$ cat src/rtl/button_debounce.sv
// Push-button conditioner: 2-flop synchronizer, debounce FSM, press/release/long-press pulses.
// Define PRESS_COUNT_EN to enable the 8-bit wrapping press counter; otherwise press_count is 0.
module button_debounce #(
    parameter int DEBOUNCE_CYCLES = 1_000_000,
    parameter int LONG_CYCLES     = 50_000_000,
    parameter int ACTIVE_LOW      = 1
) (
    input  logic       clk,
    input  logic       rst_n,
    input  logic       btn_in,
    output logic       btn_level,
    output logic       press_pulse,
    output logic       release_pulse,
    output logic       long_pulse,
    output logic [7:0] press_count
);

    localparam int CW = $clog2(LONG_CYCLES + 1);
    localparam logic          REL_LEVEL = (ACTIVE_LOW != 0);
    localparam logic [CW-1:0] ONE       = CW'(1);
    localparam logic [CW-1:0] DEB_LAST  = CW'(DEBOUNCE_CYCLES - 1);
    localparam logic [CW-1:0] LONG_LAST = CW'(LONG_CYCLES - 1);
    localparam logic [CW-1:0] LCNT_MAX  = CW'(LONG_CYCLES);

    typedef enum logic [1:0] {IDLE, PRESS_WAIT, HELD, RELEASE_WAIT} state_t;

    logic          sync1_q, sync2_q;
    state_t        state_q, state_d;
    logic [CW-1:0] dcnt_q, dcnt_d;
    logic [CW-1:0] lcnt_q, lcnt_d;
    logic          long_done_q, long_done_d;
    logic          level_q, level_d;
    logic          press_q, press_d;
    logic          release_q, release_d;
    logic          long_q, long_d;
    logic          s;
    logic [CW-1:0] lcnt_inc;
    logic          long_hit;

    assign s        = sync2_q ^ REL_LEVEL;
    assign lcnt_inc = (lcnt_q == LCNT_MAX) ? lcnt_q : lcnt_q + ONE;
    assign long_hit = (lcnt_q == LONG_LAST) && !long_done_q;

    always_comb begin
        state_d     = state_q;
        dcnt_d      = dcnt_q;
        lcnt_d      = lcnt_q;
        long_done_d = long_done_q;
        level_d     = level_q;
        press_d     = 1'b0;
        release_d   = 1'b0;
        long_d      = 1'b0;
        case (state_q)
            IDLE: begin
                if (s) begin
                    state_d = PRESS_WAIT;
                    dcnt_d  = ONE;
                end
            end
            PRESS_WAIT: begin
                if (!s) begin
                    state_d = IDLE;
                    dcnt_d  = '0;
                end else if (dcnt_q == DEB_LAST) begin
                    state_d = HELD;
                    press_d = 1'b1;
                    level_d = 1'b1;
                    lcnt_d  = '0;
                end else begin
                    dcnt_d = dcnt_q + ONE;
                end
            end
            HELD: begin
                lcnt_d = lcnt_inc;
                if (long_hit) begin
                    long_d      = 1'b1;
                    long_done_d = 1'b1;
                end
                if (!s) begin
                    state_d = RELEASE_WAIT;
                    dcnt_d  = ONE;
                end
            end
            RELEASE_WAIT: begin
                // The hold timer keeps running through release bounce.
                lcnt_d = lcnt_inc;
                if (long_hit) begin
                    long_d      = 1'b1;
                    long_done_d = 1'b1;
                end
                if (s) begin
                    state_d = HELD;
                end else if (dcnt_q == DEB_LAST) begin
                    state_d     = IDLE;
                    release_d   = 1'b1;
                    level_d     = 1'b0;
                    long_done_d = 1'b0;
                end else begin
                    dcnt_d = dcnt_q + ONE;
                end
            end
            default: state_d = IDLE;
        endcase
    end

    always_ff @(posedge clk) begin
        if (!rst_n) begin
            sync1_q     <= REL_LEVEL;
            sync2_q     <= REL_LEVEL;
            state_q     <= IDLE;
            dcnt_q      <= '0;
            lcnt_q      <= '0;
            long_done_q <= 1'b0;
            level_q     <= 1'b0;
            press_q     <= 1'b0;
            release_q   <= 1'b0;
            long_q      <= 1'b0;
        end else begin
            sync1_q     <= btn_in;
            sync2_q     <= sync1_q;
            state_q     <= state_d;
            dcnt_q      <= dcnt_d;
            lcnt_q      <= lcnt_d;
            long_done_q <= long_done_d;
            level_q     <= level_d;
            press_q     <= press_d;
            release_q   <= release_d;
            long_q      <= long_d;
        end
    end

    assign btn_level     = level_q;
    assign press_pulse   = press_q;
    assign release_pulse = release_q;
    assign long_pulse    = long_q;

`ifdef PRESS_COUNT_EN
    logic [7:0] count_q, count_d;

    // Count advances on the same edge that raises press_pulse.
    always_comb begin
        count_d = count_q;
        if (press_d) count_d = count_q + 8'd1;
    end

    always_ff @(posedge clk) begin
        if (!rst_n) count_q <= 8'h00;
        else        count_q <= count_d;
    end

    assign press_count = count_q;
`else
    assign press_count = 8'h00;
`endif

endmodule

$ cat config.mk
export PLATFORM = sky130hd
export DESIGN_NAME = button_debounce
export DESIGN_NICKNAME = d
export VERILOG_FILES = /design/src/rtl/button_debounce.sv
export SDC_FILE = /design/constraint.sdc
export NUM_CORES = 1
export LEC_CHECK = 0
export ABC_AREA = 1
export CAP_MARGIN = 20
export CORE_MARGIN = 2
export CORE_UTILIZATION = 45
export CTS_CLUSTER_SIZE = 12
export DETAILED_ROUTE_END_ITERATION = 8
export PLACE_DENSITY_LB_ADDON = 0.1
export REMOVE_ABC_BUFFERS = 1
export SYNTH_ARGS = -nofsm -noshare
export SYNTH_HDL_FRONTEND = slang
export SYNTH_SLANG_ARGS = --single-unit
$ cat constraint.sdc
create_clock -name clk -period 2.05 [get_ports clk]
set_input_delay 0.41 -clock clk [delete_from_list [all_inputs] [get_ports clk]]
set_output_delay 0.41 -clock clk [all_outputs]
set_load 0.01 [all_outputs]
# Yosys cells after proc, flatten, opt, wreduce, memory -nomap -nowiden
# Index checks and enable logic that the tools add are counted.
[totals] register_bits=61 elab_cells=71 out_inout_bits=12
[op_classes] n_mux=28 addsub=2 bitwise_logic=2 eq_ne=15 n_reduce_logical=14
[ops] operator="$mux W26" n=8
[ops] operator="$pmux W26 S4" n=1
[ops] operator="$add A26 B1 Y26 const B" n=2
[ops] operator="$eq A26 B26 Y1 const B" n=2
[ops] operator="$pmux W26 S2" n=1
[ops] operator="$eq A26 B20 Y1 const B" n=1
[ops] operator="$ne A2 B2 Y1 const B" n=7
[ops] operator="$mux W2" n=6
[ops] operator="$mux W1" n=9
[ops] operator="$pmux W2 S4" n=1
[ops] operator="$reduce_and A4 Y1" n=2
[ops] operator="$ne A3 B3 Y1 const B" n=2
[ops] operator="$reduce_and A3 Y1" n=2
[ops] operator="$reduce_bool A2 Y1" n=3
[ops] operator="$reduce_and A5 Y1" n=1
[ops] operator="$eq A2 B2 Y1 const B" n=2
[ops] operator="$pmux W1 S2" n=2
[ops] operator="$reduce_or A3 Y1" n=1
[ops] operator="$eq A2 B1 Y1 const B" n=1
[ops] operator="$logic_not A2 Y1" n=1
[ops] operator="$not A1 Y1" n=2
[ops] operator="$reduce_and A2 Y1" n=1
[ops] operator="$reduce_or A2 Y1" n=1
[ops] operator="$logic_and A1 B1 Y1" n=1
[ops] operator="$logic_not A1 Y1" n=1

# Longest topological paths before layout
# Gate-level depths: netlist of run 1.
[logic_depth] word_depth=6 mapped_depth=12

# Worst setup path before layout of run 1
# Ideal clock, no wire load.
[synth_timing] path_type="register to register" startpoint="register lcnt_q[0]" endpoint="register lcnt_q[17]" synth_period_minus_slack_ps=1571 path_slack_ps=479 arrival_time_ps=1439 stages_incl_launch_ff=11 required_time_ps=1918 cell_sequence="dfxtp_1 inv_1 ha_1 nand3_1 nor2_1 nand2_1 o21ai_4 nand2_4 buf_6 nand2_1 a21oi_1"
[synth_between] elab_chain_len=3 word_cells_on_any_way=6 classes_between="1 x add/sub; 2 x eq/ne; 2 x mux; 1 x reduce/logical"
[synth_lines] item="from (decl)" line="30" text="logic [CW-1:0] lcnt_q, lcnt_d;"
[synth_lines] item="from (signal assigned)" line="123" text="lcnt_q <= lcnt_d;"
[synth_lines] item="$add A26 B1 Y26 or $eq A26 B26 Y1 (tied branches)" line="41" text="assign lcnt_inc = (lcnt_q == LCNT_MAX) ? lcnt_q : lcnt_q + ONE;"
[synth_lines] item="$mux W26 or $ne A2 B2 Y1 (tied branches)"
[synth_lines] item="$pmux W26 S2 or $reduce_and A4 Y1 (tied branches)"
# Parallel ways exist; a longest one is shown, timed or not. The select of a mux whose other input is x is not followed.
# A chain may end at the register's enable or synchronous reset.

# Final worst setup path of run 1
[layout_timing] startpoint="register dcnt_q[15]" endpoint="register lcnt_q[21]"
[layout_between] elab_chain_len=3
[layout_lines] item="from (decl)" line="29" text="logic [CW-1:0] dcnt_q, dcnt_d;"
[layout_lines] item="from (signal assigned)" line="122" text="dcnt_q <= dcnt_d;"
[layout_lines] item="$eq A26 B20 Y1" line="64" text="end else if (dcnt_q == DEB_LAST) begin"
[layout_lines] item="$ne A2 B2 Y1 (no source line)"
[layout_lines] item="$reduce_and A4 Y1 (no source line)"
# No other way between the ends.

==> results of run 1 <==
-- how the worst max path moves through the flow --
| stage | from | endpoint | cells after the start |
|---|---|---|---|
| floorplan | flop | dcnt_q[2] | 8 |
| global placement | sync2_q | dcnt_q[15] | 8 |
| detailed placement | dcnt_q[0] | lcnt_q[7] | 9 |
| CTS | dcnt_q[0] | lcnt_q[19] | 9 |
| global route | dcnt_q[1] | lcnt_q[14] | 9 |
| finish | dcnt_q[15] | lcnt_q[21] | 9 |
-- report_power, final --
part           leakage [nW]  switching (mW)  internal (mW)  total (mW)
combinational         0.986          0.0502         0.0175      0.0677
clock                 0.112           0.513          0.705        1.22
sequential            0.492         0.00383           1.19        1.19
-- flip-flops by register name, summed over array words and instances, names as in the netlist, named ones only --
register,flops
btn_level,1
dcnt_q,26
lcnt_q,26
long_done_q,1
long_pulse,1
press_pulse,1
release_pulse,1
state_q,1
sync1_q,1
sync2_q,1
-- layout make-up --
cell class	count	area, um^2
Fill cell	891	4200
Multi-Input combinational cell	502	2330
Sequential cell	61	1220
Inverter	72	270
Timing Repair Buffer	28	225
Clock buffer	10	138
Tap cell	108	135
Clock inverter	5	75.1
-- layout by cell type, fill, tap and decap left out, types with 2 or more instances in the layout --
| master | netlist | routed |
|---|---|---|
| clkinv_2 | 0 | 3 |
| nand3_1 | 72 | 72 |
| inv_1 | 67 | 67 |
| conb_1 | 1 | 8 |
| nor2_1 | 94 | 94 |
| or2_2 | 7 | 7 |
| nand3b_1 | 2 | 2 |
| nand2_2 | 3 | 3 |
| nor3_1 | 15 | 15 |
| ha_1 | 3 | 3 |
| inv_2 | 5 | 5 |
| dfxtp_1 | 61 | 61 |
| o21ai_1 | 2 | 2 |
| nor3b_1 | 4 | 4 |
| o21ai_4 | 2 | 2 |
| xnor2_1 | 2 | 2 |
| nand4_1 | 9 | 9 |
| bufinv_16 | 0 | 2 |
| and2_1 | 2 | 2 |
| nor2_2 | 3 | 3 |
| or2_1 | 2 | 2 |
| buf_4 | 9 | 22 |
| clkbuf_8 | 0 | 10 |
| o21ai_0 | 17 | 17 |
| nand2_1 | 189 | 189 |
| clkdlybuf4s50_1 | 0 | 6 |
| a21oi_1 | 52 | 52 |
| nor2_4 | 3 | 3 |
-- what timing repair did --
| action | CTS | global route |
|---|---|---|
| buffers inserted | 0 | 2 |
| hold buffers | 0 | 0 |
| endpoints found under the setup margin | 0 | 2 |
| resized for setup | 0 | 1 |
-- kinds of logic after synthesis --
| group | count (synthesis) |
|---|---|
| AO/OA/AOI/OAI | 79 |
| XOR/XNOR | 3 |
| other | 1 |
| AND/OR/NAND/NOR | 409 |
| adder cells (fa/ha/maj) | 3 |
| buffers and inverters | 96 |
| flip-flops | 61 |
-- metal layers --
metal	track usage, %	vias up	routed length [um]
met1	27.2	1871	4580
met4	10.7	0	286
li1	-	2111	-
met5	0	-	0
met3	4.39	24	482
met2	39.7	96	5200
-- worst reg2reg max path, cell delays in order (launching register included) --
cell	delay, ps
dfxtp_1	330
inv_1	90
nand2_1	60
nor2_1	220
nand2_1	100
nor2_2	200
nand4_4	320
buf_4	310
nand3_1	80
a21oi_1	70
==> flow_summary_export.csv, run 1 <==
group,metric,value,unit
outcome,outcome,"complete, no violations",
sta,period_share,92.2,%
sta,maxSlewViolCount,0,
worst_setup_path,cp.required,2290,ps
sta,skew,10.9,ps
synth,synthAdderAreaFrac,0.953,%
worst_setup_path,arrival,2130,ps
global_routing,overflow,0,
synth,synth_most_common_cell,"nand2_1",
sta,fmax,0.529,GHz
synth,yosysUniqueCellTypes,38,
pwr,power_density,563,nW/um^2
clocking,htree_levels,3,
global_routing,grt_pass1_wl,17600,um
hold_path,hp-start,"long_done_q",
final_layout,fin_cells,786,
worst_setup_path,rr_worst_depth,9,
routing,vias,4102,
placement,place_ws,200,ps
clocking,root_buffer,"clkbuf_8",
placement,placed_cells,769,
routing,drc,0,
global_routing,grt_pass1_vias,3757,
die,core,8590,um^2
synth,synth_area_leader_cell,"dfxtp_1",
final_layout,drive_gt1_share,9.59,%
synth,syn_area,3940,um^2
synth,synthSimpleGateAreaFrac,45.5,%
global_routing,grt_max_degree,18,
die,die_x,97.5,um
worst_setup_path,crit_buf_inv,2,
die,rows,34,
worst_setup_path,critPathMaxFanout,17,
worst_setup_path,setup.worst_path.class,"reg2reg",
clocking,numCtsBuffers,9,
synth,syn_avg_cell_area,6.04,um^2
pwr,peakVddDrop,270,uV
worst_setup_path,crit_path_end_kind,"flop",
die,initial_core_util,45.8,%
pwr,p_leak,1.59,nW
synth,synth-compound-area-share,11.1,%
clocking,cts_tree,"built",
sta,slew_headroom,62.9,%
synth,yosys-top-cells-count,"nand2_1 (189), nor2_1 (94), nand3_1 (72), inv_1 (67), dfxtp_1 (61)",
routing,avgViaCountPerCell,5.22,
clocking,clk_pin_slew,80,ps
synth,async_reset_ff_share,0,%
routing,first_iter_violations,180,
final_layout,syn_to_final_growth,11.6,%
hold_path,whs_path_depth,1,
synth,synth_top_family_by_area,"simple AND/OR/NAND/NOR gates",
worst_setup_path,r2r-start,"dcnt_q[15]",
synth,synthTopCellsByArea,"dfxtp_1 (31%), nand2_1 (18%), nand3_1 (9.2%), nor2_1 (9.0%), a21oi_1 (6.6%)",
clocking,clock_latency,360,ps
synth,synth_edf_count,0,
die,io_pins,15,
placement,place_area,4160,um^2
hold_path,whs_endpoint,"long_pulse",
clocking,clock-sinks,61,
synth,synthFlopType,"dfxtp_1",
synth,yosysTopAreaCellShare,31.0,%
sta,fin_crit,1890,ps
die,die_area,9510,um^2
worst_setup_path,slowest_stage,"dfxtp_1",
global_routing,antenna_found_initial,0,
final_layout,layout.nets,680,
hold_path,holdCritPathClass,"reg2reg",
routing,wl_per_cell,13.4,um
final_layout,fin_util,51.2,%
sta,tightest_slew,555,ps
die,dieHeight,97.5,um
worst_setup_path,startpoint_type,"flop",
sta,timing.final.hold_violations,0,
routing,drt-pass1-iter-count,5,
sta,finalWorstSetupSlack,160,ps
worst_setup_path,r2r_slack,160,ps
sta,whs,426,ps
synth,synthCells,652,
worst_setup_path,worstPathCellList,"inv_1 -> nand2_1 -> nor2_1 -> nand2_1 -> nor2_2 -> nand4_4 -> buf_4 -> nand3_1 -> a21oi_1",
placement,dp_hpwl,7940,um
worst_setup_path,max_stage_delay,330,ps
worst_setup_path,cp_top_family,"simple AND/OR/NAND/NOR gates",
placement,gp_congestion,0.931,
synth,synth.area.mux_share,0,%
final_layout,stdcell_area,4400,um^2
routing,ant_nets,0,
global_routing,track_usage,22.9,%
synth,ys_seq_area_share,31.0,%
sta,fin_tns_setup,0,ps
synth,yosysWarnings,0,
sta,finalSetupViolCount,0,
sta,rsz0062_at_grt,"false",
clocking,clock_path_buffers,2,
worst_setup_path,r2r_end,"lcnt_q[21]",
synth,synth_seq_cells,61,
worst_setup_path,critPathMostFrequentCell,"nand2_1",
final_layout,diodes,0,
run,drv_cap,0,
placement,numPortBuffers,6,
synth,synthXorXnorAreaFrac,0.667,%
routing,routed_wl,10600,um
pwr,total_power,2.48,mW
(Power assumes the default switching activity.)
==> run 2: changes to the inputs <==
- PLACE_DENSITY: not set -> 0.73
- PLACE_DENSITY_LB_ADDON: 0.1 -> not set
==> run 2 against run 1 <==
Against the previous run:
- routed wire length shrank 0.17%
- non-clock buffer count shrank 3
- setup slack lost 15 ps
- combinational power grew 3.4%
- count of clock-buffer cells in the layout is the same
- sequential power is essentially flat
- register-to-register slack is essentially flat
- clock power is essentially flat
- critical path type unchanged
- largest power group unchanged
- first-iteration DRC count grew 40%
==> flow_summary_export.csv, run 2 (synthesis gave the netlist of run 1 again) <==
group,metric,value,unit
clocking,root_buffer,"clkbuf_8",
worst_setup_path,setup.worst_path.class,"reg2reg",
hold_path,holdCritPathClass,"reg2reg",
routing,routed_wl,10500,um
worst_setup_path,r2r-start,"dcnt_q[1]",
clocking,cts_setup_buffers,0,
routing,first_iter_violations,252,
global_routing,grt_pass1_wl,17300,um
routing,wl_per_cell,13.4,um
sta,skew,12.4,ps
sta,period_share,92.9,%
clocking,htree_levels,3,
pwr,total_power,2.49,mW
worst_setup_path,startpoint_type,"flop",
placement,gp_congestion,0.968,
worst_setup_path,cp-endpoint,"lcnt_q[16]",
final_layout,biggestRegsByFlops,"dcnt_q x26, lcnt_q x26",
global_routing,antenna_found_initial,0,
sta,whs,423,ps
sta,rsz0062_at_grt,"false",
placement,place_area,4150,um^2
sta,timing.final.hold_violations,0,
routing,ant_nets,0,
run,drv_cap,0,
die,dieHeight,97.5,um
worst_setup_path,rr_worst_depth,9,
worst_setup_path,crit_path_end_kind,"flop",
pwr,peakVddDrop,284,uV
clocking,clock_path_buffers,2,
die,die_x,97.5,um
clocking,clock-sinks,61,
worst_setup_path,arrival,2150,ps
outcome,outcome,"complete, no violations",
sta,fmax,0.525,GHz
routing,avgViaCountPerCell,5.30,
worst_setup_path,cp.required,2300,ps
clocking,ctsHoldBuffers,0,
worst_setup_path,r2r_end,"lcnt_q[16]",
sta,slew_headroom,64.8,%
final_layout,drive_gt1_share,9.32,%
pwr,p_leak,1.58,nW
sta,fin_crit,1900,ps
final_layout,layout.nets,677,
global_routing,grt_max_degree,18,
die,initial_core_util,45.8,%
final_layout,stdcell_area,4380,um^2
pwr,power_density,568,nW/um^2
global_routing,grt_pass1_vias,3858,
die,core,8590,um^2
final_layout,final_cell_mix,"nand2_1 (189), nor2_1 (94), nand3_1 (72)",
die,io_pins,15,
worst_setup_path,critPathMaxFanout,13,
die,die_area,9510,um^2
placement,dp_hpwl,7770,um
final_layout,syn_to_final_growth,11.3,%
worst_setup_path,r2r_slack,150,ps
worst_setup_path,critPathLaunch,"dcnt_q[1]",
sta,fin_tns_setup,0,ps
clocking,clk_pin_slew,70,ps
sta,maxSlewViolCount,0,
final_layout,diodes,0,
routing,drc,0,
clocking,clock_latency,360,ps
placement,numPortBuffers,6,
global_routing,track_usage,22.5,%
global_routing,overflow,0,
final_layout,fillers,882,
routing,drt-pass1-iter-count,5,
sta,tightest_slew,524,ps
die,rows,34,
clocking,cts_tree,"built",
routing,vias,4156,
final_layout,final_common_cell,"nand2_1",
sta,finalSetupViolCount,0,
clocking,numCtsBuffers,9,
==> run 2: final cells by class <==
type / count / area, um^2 / share of cell area [%]
clock buffer: 10 / 138 / 3.14
clock inverter: 6 / 86.3 / 1.97
inverter: 72 / 270 / 6.16
sequential: 61 / 1220 / 27.9
multi-input combinational: 502 / 2330 / 53.2
tap: 108 / 135 / 3.08
timing repair buffer: 25 / 203 / 4.62
==> run 2: timing repair <==
action                                  in CTS  in global routing
gates resized for setup                      0                  1
endpoints found under the setup margin       0                  2
endpoints found under the hold margin        0                  0
==> run 2: where the power goes <==
| part | switching [mW] | internal, mW | total [mW] |
|---|---|---|---|
| clock | 0.516 | 0.715 | 1.23 |
| sequential | 0.00395 | 1.19 | 1.19 |
| combinational | 0.0512 | 0.0188 | 0.0700 |
| total | 0.571 | 1.92 | 2.49 |
==> run 2: worst max-delay path: stages, from the launching register on <==
cell and delay (ps):
dfxtp_1 390, ha_1 240, nand2_1 100, inv_1 90, nand2_2 100, nor2_4 140
nand4_4 290, buf_4 300, nand3_1 80, a21oi_1 60
==> run 2: worst min path at each step <==
| stage | slack, ps | startpoint | endpoint | cells past startpoint |
|---|---|---|---|---|
| 2_1_floorplan | 390 | sync1_q | sync2_q | 1 |
| 3_3_place_gp | 410 | long_done_q | long_pulse | 1 |
| 3_5_place_dp | 410 | sync1_q | sync2_q | 1 |
| 4_1_cts | 430 | long_done_q | long_pulse | 1 |
| 5_1_grt | 460 | sync1_q | sync2_q | 1 |
| 6_report | 420 | sync1_q | sync2_q | 1 |
==> run 2: metal layers <==
metal	GRT usage (%)	wire (um)	share of wire, %
met5	0	0	0
met4	9.83	388	3.7
met3	5.97	621	5.9
met2	40.2	5200	49
met1	25.0	4320	41
==> run 2: metrics by stage <==
step                utilization [%]  cells  setup WS, ps
floorplan                         -    635           174
global placement               48.3    768           276
detailed placement             48.3    768           220
CTS                            50.9    784           153
global route                   51.0    784          21.9
finish                         51.0    784           146
==> run 3: changes to the inputs <==
- ABC_AREA: 1 -> not set
==> run 3 against run 2 <==
Against the previous run:
- clock skew up 1.5 ps
- clock power is essentially flat
- largest cell class unchanged
- synthesized cell count shrank 35%
- area after synthesis fell by 13%
- power rose by 3.0%
- largest power group unchanged
- global-route usage decreased by 0.72 points
- die area fell by 12%
- register-to-register slack worse by 130 ps
- highest routed layer unchanged
- non-clock buffer count is 31 higher
- via count is 16% lower
- sequential share of layout area grew 1.5 points
==> flow_summary_export.csv, run 3 <==
group,metric,value,unit
synth,ys_seq_area_share,35.5,%
clocking,clk_pin_slew,80,ps
clocking,clock_latency,350,ps
worst_setup_path,arrival,2280,ps
sta,tightest_slew,715,ps
synth,synthFlopType,"dfxtp_1",
final_layout,drive_gt1_share,18.6,%
sta,slew_headroom,52.0,%
hold_path,holdCritPathClass,"reg2reg",
die,io_pins,15,
pwr,p_leak,1.46,nW
pwr,power_density,613,nW/um^2
synth,async_reset_ff_share,0,%
worst_setup_path,r2r-start,"dcnt_q[25]",
worst_setup_path,slowest_stage,"dfxtp_1",
clocking,htree_levels,3,
placement,place_area,3890,um^2
sta,timing.final.hold_violations,0,
hold_path,whs_endpoint,"sync2_q",
global_routing,overflow,0,
global_routing,antenna_found_initial,0,
synth,syn_area,3440,um^2
worst_setup_path,critPathLaunch,"dcnt_q[25]",
global_routing,grt_pass1_vias,3182,
worst_setup_path,crit_path_end_kind,"flop",
run,drv_cap,0,
outcome,outcome,"complete, no violations",
routing,wl_per_cell,15.6,um
final_layout,diodes,0,
routing,avgViaCountPerCell,6.09,
routing,routed_wl,8930,um
worst_setup_path,r2r_slack,10,ps
clocking,root_buffer,"clkbuf_8",
clocking,numCtsBuffers,9,
final_layout,fin_cells,571,
synth,yosysUniqueCellTypes,60,
die,dieHeight,91.4,um
routing,first_iter_violations,311,
die,die_x,91.4,um
worst_setup_path,r2r_end,"lcnt_q[12]",
routing,drc,0,
final_layout,syn_to_final_growth,21.8,%
pwr,peakVddDrop,393,uV
hold_path,hp-start,"sync1_q",
synth,synth_most_common_cell,"dfxtp_1",
routing,drt-pass1-iter-count,5,
sta,fmax,0.491,GHz
synth,synthTopCellsByArea,"dfxtp_1 (36%), nand2_1 (4.7%), a21oi_1 (4.4%), nand3_1 (3.9%), mux2i_1 (3.8%)",
sta,maxSlewViolCount,0,
worst_setup_path,critPathMaxFanout,20,
synth,synth_edf_count,0,
clocking,ctsHoldBuffers,0,
clocking,clock-sinks,61,
synth,synth_area_leader_cell,"dfxtp_1",
worst_setup_path,worstPathCellList,"nor4b_2 -> buf_4 -> and4_1 -> nand3_1 -> buf_12 -> a21boi_1 -> mux2_2",
placement,dp_hpwl,6300,um
sta,finalWorstSetupSlack,14.1,ps
worst_setup_path,cp.required,2300,ps
global_routing,track_usage,21.8,%
die,initial_core_util,46.9,%
final_layout,final_cell_mix,"dfxtp_1 (58), buf_4 (48), nand2_1 (43)",
die,die_area,8350,um^2
routing,vias,3479,
synth,syn_avg_cell_area,8.16,um^2
worst_setup_path,max_stage_delay,340,ps
final_layout,final_common_cell,"dfxtp_1",
die,core,7330,um^2
synth,yosysWarnings,0,
sta,fin_tns_setup,0,ps
synth,yosys-top-cells-count,"dfxtp_1 (61), nand2_1 (43), a21oi_1 (30), nand3_1 (27), nor2_1 (19)",
placement,numPortBuffers,6,
sta,fin_crit,2040,ps
clocking,cts_tree,"built",
placement,placed_cells,554,
hold_path,whs_path_depth,1,
worst_setup_path,startpoint_type,"flop",
final_layout,biggestRegsByFlops,"dcnt_q x26, lcnt_q x26",
synth,synth_seq_cells,61,
synth,yosysTopAreaCellShare,35.5,%
global_routing,grt_max_degree,29,
sta,period_share,99.3,%
final_layout,layout.nets,473,
synth,synthCells,421,
pwr,total_power,2.57,mW
routing,ant_nets,0,
placement,place_ws,77.8,ps
clocking,clock_path_buffers,2,
final_layout,stdcell_area,4190,um^2
placement,gp_congestion,0.900,
worst_setup_path,setup.worst_path.class,"reg2reg",
global_routing,grt_pass1_wl,14900,um
sta,finalSetupViolCount,0,
worst_setup_path,rr_worst_depth,7,
die,rows,31,
sta,skew,14.0,ps
-- run 3: worst max-delay path: cells and delay by family, from the launching register on --
family / cells / cell delay, ps
mux: 1 / 340
buf+inv: 2 / 360
simple gates: 3 / 740
compound gates: 1 / 140
flops: 1 / 340
-- run 3: how the worst max path moves through the flow --
stage,end,slack [ps],depth (start not counted)
6_report,lcnt_q[12],10,7
5_1_grt,dcnt_q[16],-2,6
4_1_cts,lcnt_q[12],30,6
3_5_place_dp,dcnt_q[16],80,5
3_3_place_gp,dcnt_q[16],100,5
2_1_floorplan,lcnt_q[12],-500,7
-- run 3: through the flow --
stage,util (%),hold slack [ps]
after floorplan,-,386
after global placement,53.0,406
after detailed placement,53.0,403
after CTS,56.2,423
after global routing,57.1,448
final,57.1,421
-- run 3: timing repair --
action / in CTS / in global routing
resized for setup: 0 / 13
buffers inserted: 0 / 1
setup endpoints to repair: 0 / 23
-- run 3: kinds of logic after synthesis --
kind of cell | after synthesis | share of synthesized area [%]
xor+xnor | 7 | 1.78
other cells | 1 | 0.109
compound gates | 103 | 20.4
simple gates | 185 | 30.2
fa+ha+maj | 3 | 1.09
mux | 14 | 4.11
flops | 61 | 35.5
buf+inv | 47 | 6.77
-- run 3: layout make-up --
class                           instances  area, um^2
Clock inverter                          5        82.6
Multi-Input combinational cell        320        2070
Clock buffer                           11         151
Tap cell                               99         124
Fill cell                             631        3150
Timing Repair Buffer                   56         460
Inverter                               19        71.3
Sequential cell                        61        1230
-- run 3: power by group --
part	internal (mW)	switching, mW	leakage [nW]	total [mW]
Combinational	0.0413	0.0688	0.843	0.110
Clock	0.753	0.508	0.120	1.26
Sequential	1.19	0.00683	0.494	1.20
Total	1.98	0.584	1.46	2.57
-- run 3: per-layer routing --
metal,GRT usage [%],up-vias,part of all wire [%]
met1,28.3,1644,44
li1,-,1660,-
met3,4.40,27,7.0
met2,35.0,148,47
met4,8.96,0,2.2
met5,0,-,0
